$ cat src/rtl/cnn_conv_layer_p.sv
// Parametrised KxK convolution layer: filter load, line-buffered raster streaming, 2-stage MAC pipeline.
// Define CNN_RELU_EN to clamp negative sums to zero at the output stage.
module cnn_conv_layer_p #(
   parameter int DW  = 4,
   parameter int FW  = 4,
   parameter int K   = 3,
   parameter int IMG = 8,
   localparam int OW = DW + FW + 1 + $clog2(K * K)
) (
   input  logic          i_clk,
   input  logic          i_rst,
   input  logic          i_start,
   input  logic          i_reuse_flt,
   input  logic          i_flt_valid,
   input  logic [FW-1:0] i_flt_data,
   input  logic          i_pix_valid,
   input  logic [DW-1:0] i_pix_data,
   output logic          o_pix_ready,
   output logic          o_out_valid,
   output logic [OW-1:0] o_out_data,
   output logic          o_out_last,
   output logic          o_busy,
   output logic          o_done
);

   localparam int NC  = K * K;
   localparam int PW  = DW + FW + 1;
   localparam int CW  = $clog2(IMG);
   localparam int FIW = $clog2(NC);

   typedef enum logic [1:0] {S_IDLE, S_LOAD, S_STREAM, S_DRAIN} state_t;

   state_t                r_state, w_next;
   logic signed [FW-1:0]  r_coef [NC];
   logic [FIW-1:0]        r_fidx;
   logic [CW-1:0]         r_row, r_col;
   logic [DW-1:0]         r_lb  [K-1][IMG];
   logic [DW-1:0]         r_win [K][K];
   logic [DW-1:0]         w_win [K][K];
   logic signed [PW-1:0]  w_prod [NC];
   logic signed [PW-1:0]  r_prod [NC];
   logic signed [OW-1:0]  w_sum, w_sumAct, r_sum;
   logic                  r_drainCnt;
   logic                  r_v1, r_last1, r_v2, r_last2, r_done;
   logic                  w_accept, w_winValid, w_lastPix;

   assign w_accept   = i_pix_valid && o_pix_ready;
   assign w_winValid = (r_row >= CW'(K-1)) && (r_col >= CW'(K-1));
   assign w_lastPix  = (r_row == CW'(IMG-1)) && (r_col == CW'(IMG-1));

   assign o_out_valid = r_v2;
   assign o_out_last  = r_last2;
   assign o_out_data  = r_sum;
   assign o_done      = r_done;

   always_ff @(posedge i_clk) begin
      if (i_rst) r_state <= S_IDLE;
      else       r_state <= w_next;
   end

   // A start pulse in any state restarts the frame, so it is decoded ahead of the state case.
   always_comb begin
      w_next      = r_state;
      o_busy      = (r_state != S_IDLE);
      o_pix_ready = (r_state == S_STREAM) && !i_start;
      if (i_start) begin
         w_next = i_reuse_flt ? S_STREAM : S_LOAD;
      end else begin
         case (r_state)
            S_IDLE:   ;
            S_LOAD:   if (i_flt_valid && r_fidx == FIW'(NC-1)) w_next = S_STREAM;
            S_STREAM: if (i_pix_valid && w_lastPix) w_next = S_DRAIN;
            S_DRAIN:  if (r_drainCnt) w_next = S_IDLE;
            default:  w_next = S_IDLE;
         endcase
      end
   end

   // Window shifted left by one column with the new column (line buffer rows + incoming pixel) on the right.
   always_comb begin
      for (int r = 0; r < K; r++)
         for (int c = 0; c < K; c++)
            w_win[r][c] = r_win[r][c];
      for (int r = 0; r < K; r++)
         for (int c = 0; c < K-1; c++)
            w_win[r][c] = r_win[r][c+1];
      for (int r = 0; r < K-1; r++)
         w_win[r][K-1] = r_lb[K-2-r][r_col];
      w_win[K-1][K-1] = i_pix_data;
   end

   always_comb begin
      for (int r = 0; r < K; r++)
         for (int c = 0; c < K; c++)
            w_prod[r*K+c] = PW'(r_coef[r*K+c]) * PW'($signed({1'b0, w_win[r][c]}));
   end

   always_comb begin
      w_sum = '0;
      for (int i = 0; i < NC; i++)
         w_sum = w_sum + OW'(r_prod[i]);
`ifdef CNN_RELU_EN
      w_sumAct = w_sum[OW-1] ? '0 : w_sum;
`else
      w_sumAct = w_sum;
`endif
   end

   always_ff @(posedge i_clk) begin
      if (i_rst) begin
         r_fidx     <= '0;
         r_row      <= '0;
         r_col      <= '0;
         r_drainCnt <= 1'b0;
         r_v1       <= 1'b0;
         r_last1    <= 1'b0;
         r_v2       <= 1'b0;
         r_last2    <= 1'b0;
         r_done     <= 1'b0;
         r_sum      <= '0;
         for (int i = 0; i < NC; i++) begin
            r_coef[i] <= '0;
            r_prod[i] <= '0;
         end
         for (int j = 0; j < K-1; j++)
            for (int c = 0; c < IMG; c++)
               r_lb[j][c] <= '0;
         for (int r = 0; r < K; r++)
            for (int c = 0; c < K; c++)
               r_win[r][c] <= '0;
      end else begin
         r_v1       <= w_accept && w_winValid;
         r_last1    <= w_accept && w_lastPix;
         r_v2       <= r_v1 && !i_start;
         r_last2    <= r_last1 && !i_start;
         r_done     <= (r_state == S_DRAIN) && r_drainCnt && !i_start;
         r_drainCnt <= (r_state == S_DRAIN && !i_start) ? ~r_drainCnt : 1'b0;
         if (r_v1) r_sum <= w_sumAct;
         if (i_start) begin
            r_fidx <= '0;
            r_row  <= '0;
            r_col  <= '0;
         end else begin
            if (r_state == S_LOAD && i_flt_valid) begin
               r_coef[r_fidx] <= $signed(i_flt_data);
               r_fidx         <= (r_fidx == FIW'(NC-1)) ? '0 : r_fidx + 1'b1;
            end
            if (w_accept) begin
               if (r_col == CW'(IMG-1)) begin
                  r_col <= '0;
                  r_row <= r_row + 1'b1;
               end else begin
                  r_col <= r_col + 1'b1;
               end
               for (int j = K-2; j >= 1; j--)
                  r_lb[j][r_col] <= r_lb[j-1][r_col];
               r_lb[0][r_col] <= i_pix_data;
               for (int r = 0; r < K; r++)
                  for (int c = 0; c < K; c++)
                     r_win[r][c] <= w_win[r][c];
               for (int i = 0; i < NC; i++)
                  r_prod[i] <= w_prod[i];
            end
         end
      end
   end

endmodule

$ cat config.mk
export PLATFORM = sky130hd
export DESIGN_NAME = cnn_conv_layer_p
export DESIGN_NICKNAME = d
export VERILOG_FILES = /design/src/rtl/cnn_conv_layer_p.sv
export SDC_FILE = /design/constraint.sdc
export NUM_CORES = 1
export LEC_CHECK = 0
export ABC_CLOCK_PERIOD_IN_PS = 5500
export CORE_ASPECT_RATIO = 1.25
export CORE_MARGIN = 5
export CORE_UTILIZATION = 48
export CTS_CLUSTER_SIZE = 28
export DETAILED_ROUTE_END_ITERATION = 10
export SETUP_SLACK_MARGIN = 0.1
export SKIP_LAST_GASP = 1
export SYNTH_ARGS = -nofsm -noshare
export SYNTH_HDL_FRONTEND = slang
export SYNTH_SLANG_ARGS = --single-unit
$ cat constraint.sdc
create_clock -name i_clk -period 5.5 [get_ports i_clk]
set_input_delay 1.1 -clock i_clk [delete_from_list [all_inputs] [get_ports i_clk]]
set_output_delay 1.1 -clock i_clk [all_outputs]
set_load 0.01 [all_outputs]
==> impl_metrics.csv <==
group,metric,value,unit
run_status,status,"finished clean",
route,drc,0,
synthesis,syn_nets,1765,
sta,post-route-period-util,88.6,%
route,drt-total-wl,33600,um
finish,drive_gt1_share,4.61,%
synthesis,yosys-top-cells-area,"edfxtp_1, fa_1, ha_1, inv_1, nor2_1",
global_route,grt_max_degree,45,
die,core,0.0333,mm2
sta,period_minus_slack,4.87,ns
sta,finalHoldViolCount,0,
sta,setup_violations,0,
synthesis,synthMuxAreaShare,1.95,%
flow_run,drv_cap,0,
global_route,antenna_found_initial,1,
sta,setup_slack,0.629,ns
clock_network,postCtsSetupBuffers,0,
die,rows,75,
global_route,grt_pass1_vias,10100,
route,num_vias,9854,
synthesis,yosysTopAreaCell,"edfxtp_1",
clock_network,cts.path.max_buffers,3,
worst_setup_path,cpMaxStageDelayCell,"dfxtp_1",
synthesis,synth_edf_count,205,
synthesis,ys.flop_type,"edfxtp_1",
worst_setup_path,crit_path_max_fanout,14,
clock_network,ctsHoldBuffers,0,
global_route,grtUsageTotal,18.4,%
die,ios,32,
synthesis,syn_area,0.0161,mm2
route,drtIter0Drc,473,
clock_network,clk_latency,0.55,ns
synthesis,synth_xor_xnor_area_share,2.51,%
global_route,grt_pass1_wl,54900,um
worst_setup_path,endpoint_kind,"flop",
synthesis,synthCells,1465,
clock_network,clkTransAtPathRegs,0.06,ns
placement,dpl.hpwl,26700,um
power_and_ir_drop,ir_worst_vdd,236,uV
synthesis,yosysWarnings,0,
worst_setup_path,start_kind,"flop",
die,die_w,174,um
clock_network,ctsResizeCount,0,
synthesis,ys_seq_elements,236,
sta,fin_skew,0.0282,ns
synthesis,synth_top_area_share,38.3,%
clock_network,root_buffer,"clkbuf_16",
placement,io_buffers,31,
sta,tightest_slew,0.914,ns
sta,slew_viol_final,0,
synthesis,synthSimpleGateAreaFrac,14.1,%
die,dieArea,0.0373,mm2
synthesis,seq_area_frac_synth,42.2,%
route,drt-pass1-iter-count,5,
route,wl_per_cell,17.3,um
synthesis,synth_compound_area_share,5.01,%
worst_setup_path,crit_chain,"buf_4 -> mux2_2 -> a311oi_1 -> buf_4 -> nand2b_1 -> fa_1 -> fa_1 -> fa_1 -> inv_1 -> ha_1 -> fa_1 -> a21o_1 -> a21oi_1 -> xor2_1 -> nor2_1",
worst_setup_path,path_common_cell,"fa_1",
placement,dp_slack,0.631,ns
clock_network,cts_buffers,26,
clock_network,cts_tree,"built",
die,start_util,48.2,%
worst_setup_path,crit_required,5.77,ns
finish,syn_to_final_growth,10.1,%
worst_setup_path,crit_buf_inv,3,
worst_setup_path,cp_slowest_stage_delay,0.59,ns
worst_setup_path,crit_type,"flop to flop",
synthesis,synthArstFlopShare,0,%
synthesis,ys_types,53,
hold_path,min_path_type,"flop to flop",
sta,slew_headroom,38.9,%
worst_setup_path,crit_family,"adder cells",
synthesis,synthAdderAreaFrac,27.5,%
synthesis,synth_top_family_by_area,"adder cells",
placement,gp_congestion,0.868,
die,dieHeight,215,um
clock_network,cts_sinks,236,
power_and_ir_drop,p_leak,8.13,nW
sta,fin_setup_tns,0,ns
global_route,grt_overflow,0,
power_and_ir_drop,p_per_area,295,mW/mm2
route,vias_per_cell,5.08,
sta,fmax,0.205,GHz
worst_setup_path,cp_data_arrival_time,5.14,ns
route,ant_nets,0,
synthesis,synth.avg_cell_area,11.0,um2
finish,layout.nets,1798,
sta,rsz0062_at_grt,"no",
clock_network,htree_levels,1,
[cell usage in the layout (no fill, tap or decap), types with 29 or more instances in the layout]
cell type,count
dfxtp_1,31
xor2_1,29
fa_1,111
nand2_1,88
clkdlybuf4s50_1,31
and2_1,100
ha_1,175
edfxtp_1,205
a21oi_1,44
inv_1,246
nor2_1,172
[report_power, final]
part	switching (W)	internal (W)
clock network	0.000703	0.000997
registers	0.0000474	0.00201
logic	0.000828	0.000624
total	0.00158	0.00363
[per-stage QoR]
| step | std cells | total power (W) | util, % | cell area [um2] | hold WS (ns) |
|---|---|---|---|---|---|
| 4_1_cts | 1940 | 0.00528 | 53.1 | 17700 | 0.442 |
| 6_report | 1941 | 0.00521 | 53.1 | 17700 | 0.438 |
| 5_1_grt | 1940 | 0.00558 | 53.1 | 17700 | 0.455 |
| 3_3_place_gp | 1893 | 0.00355 | 50.6 | 16900 | 0.426 |
| 3_5_place_dp | 1893 | 0.00357 | 50.6 | 16900 | 0.423 |
| 2_1_floorplan | 1465 | 0.00323 | - | 16100 | 0.406 |
[flip-flops by register name, indices dropped and copies added, names as in the netlist, 2 cells and up]
name,count
r_state,2
r_win,24
r_prod,81
o_out_data,13
r_row,3
r_coef,36
r_col,3
r_lb,64
r_fidx,4
[cell usage after synthesis, types with 3 or more instances]
library cell	count
and3_1	29
nor3b_1	7
nor2_1	172
nor2b_1	11
a311oi_1	3
and2_1	100
mux2i_1	11
edfxtp_1	205
a221oi_1	8
mux4_2	7
dfxtp_1	31
fa_1	111
clkbuf_1	24
inv_1	246
nand4_1	3
o21bai_1	8
mux2_2	4
o21ai_0	15
xnor2_1	17
nand2b_1	29
buf_2	8
o22ai_1	4
ha_1	175
a21o_1	28
xor2_1	29
nand2_1	88
or2_2	4
nor3_1	11
a21oi_1	44
nand3_1	4
[final timing paths]
check / depth (start not counted) / slack (ns) / to / from
max: 15 / 0.63 / r_prod[0][25] / r_col[0]
min: 1 / 0.44 / r_drainCnt / r_drainCnt
max reg2reg: 15 / 0.63 / r_prod[0][25] / r_col[0]
min reg2reg: 1 / 0.44 / r_drainCnt / r_drainCnt
[per-layer routing]
| metal | track usage, % | routed length, um | up-vias |
|---|---|---|---|
| met4 | 4.54 | 728 | 0 |
| li1 | - | - | 4868 |
| met3 | 2.33 | 1210 | 46 |
| met5 | 0 | 0 | - |
| met1 | 23.3 | 14200 | 4802 |
| met2 | 33.4 | 17500 | 138 |
[worst reg2reg max path, delay by kind of cell (launching register included)]
family	cells	cell delay [ns]
fa+ha+maj	5	2.09
compound gates	3	0.69
flops	1	0.59
buf+inv	3	0.56
mux	1	0.37
simple gates	2	0.17
xor+xnor	1	0.16
[final cells by class]
cell class                      instances  area, um2
Antenna cell                            1       2.50
Clock buffer                           38        716
Clock inverter                          9        111
Fill cell                            2917      15600
Inverter                              248        931
Multi-Input combinational cell        944       8210
Sequential cell                       236       6780
Tap cell                              423        529
Timing Repair Buffer                   42        405
[logic make-up after synthesis]
logic type                 Yosys count
and+or+nand+nor                    466
adders and majority gates          286
buffers and inverters              285
DFF                                236
AOI/OAI and AO/OA                  124
xor gates and xnor gates            46
muxes                               22
Power figures use the tool's default switching activity.
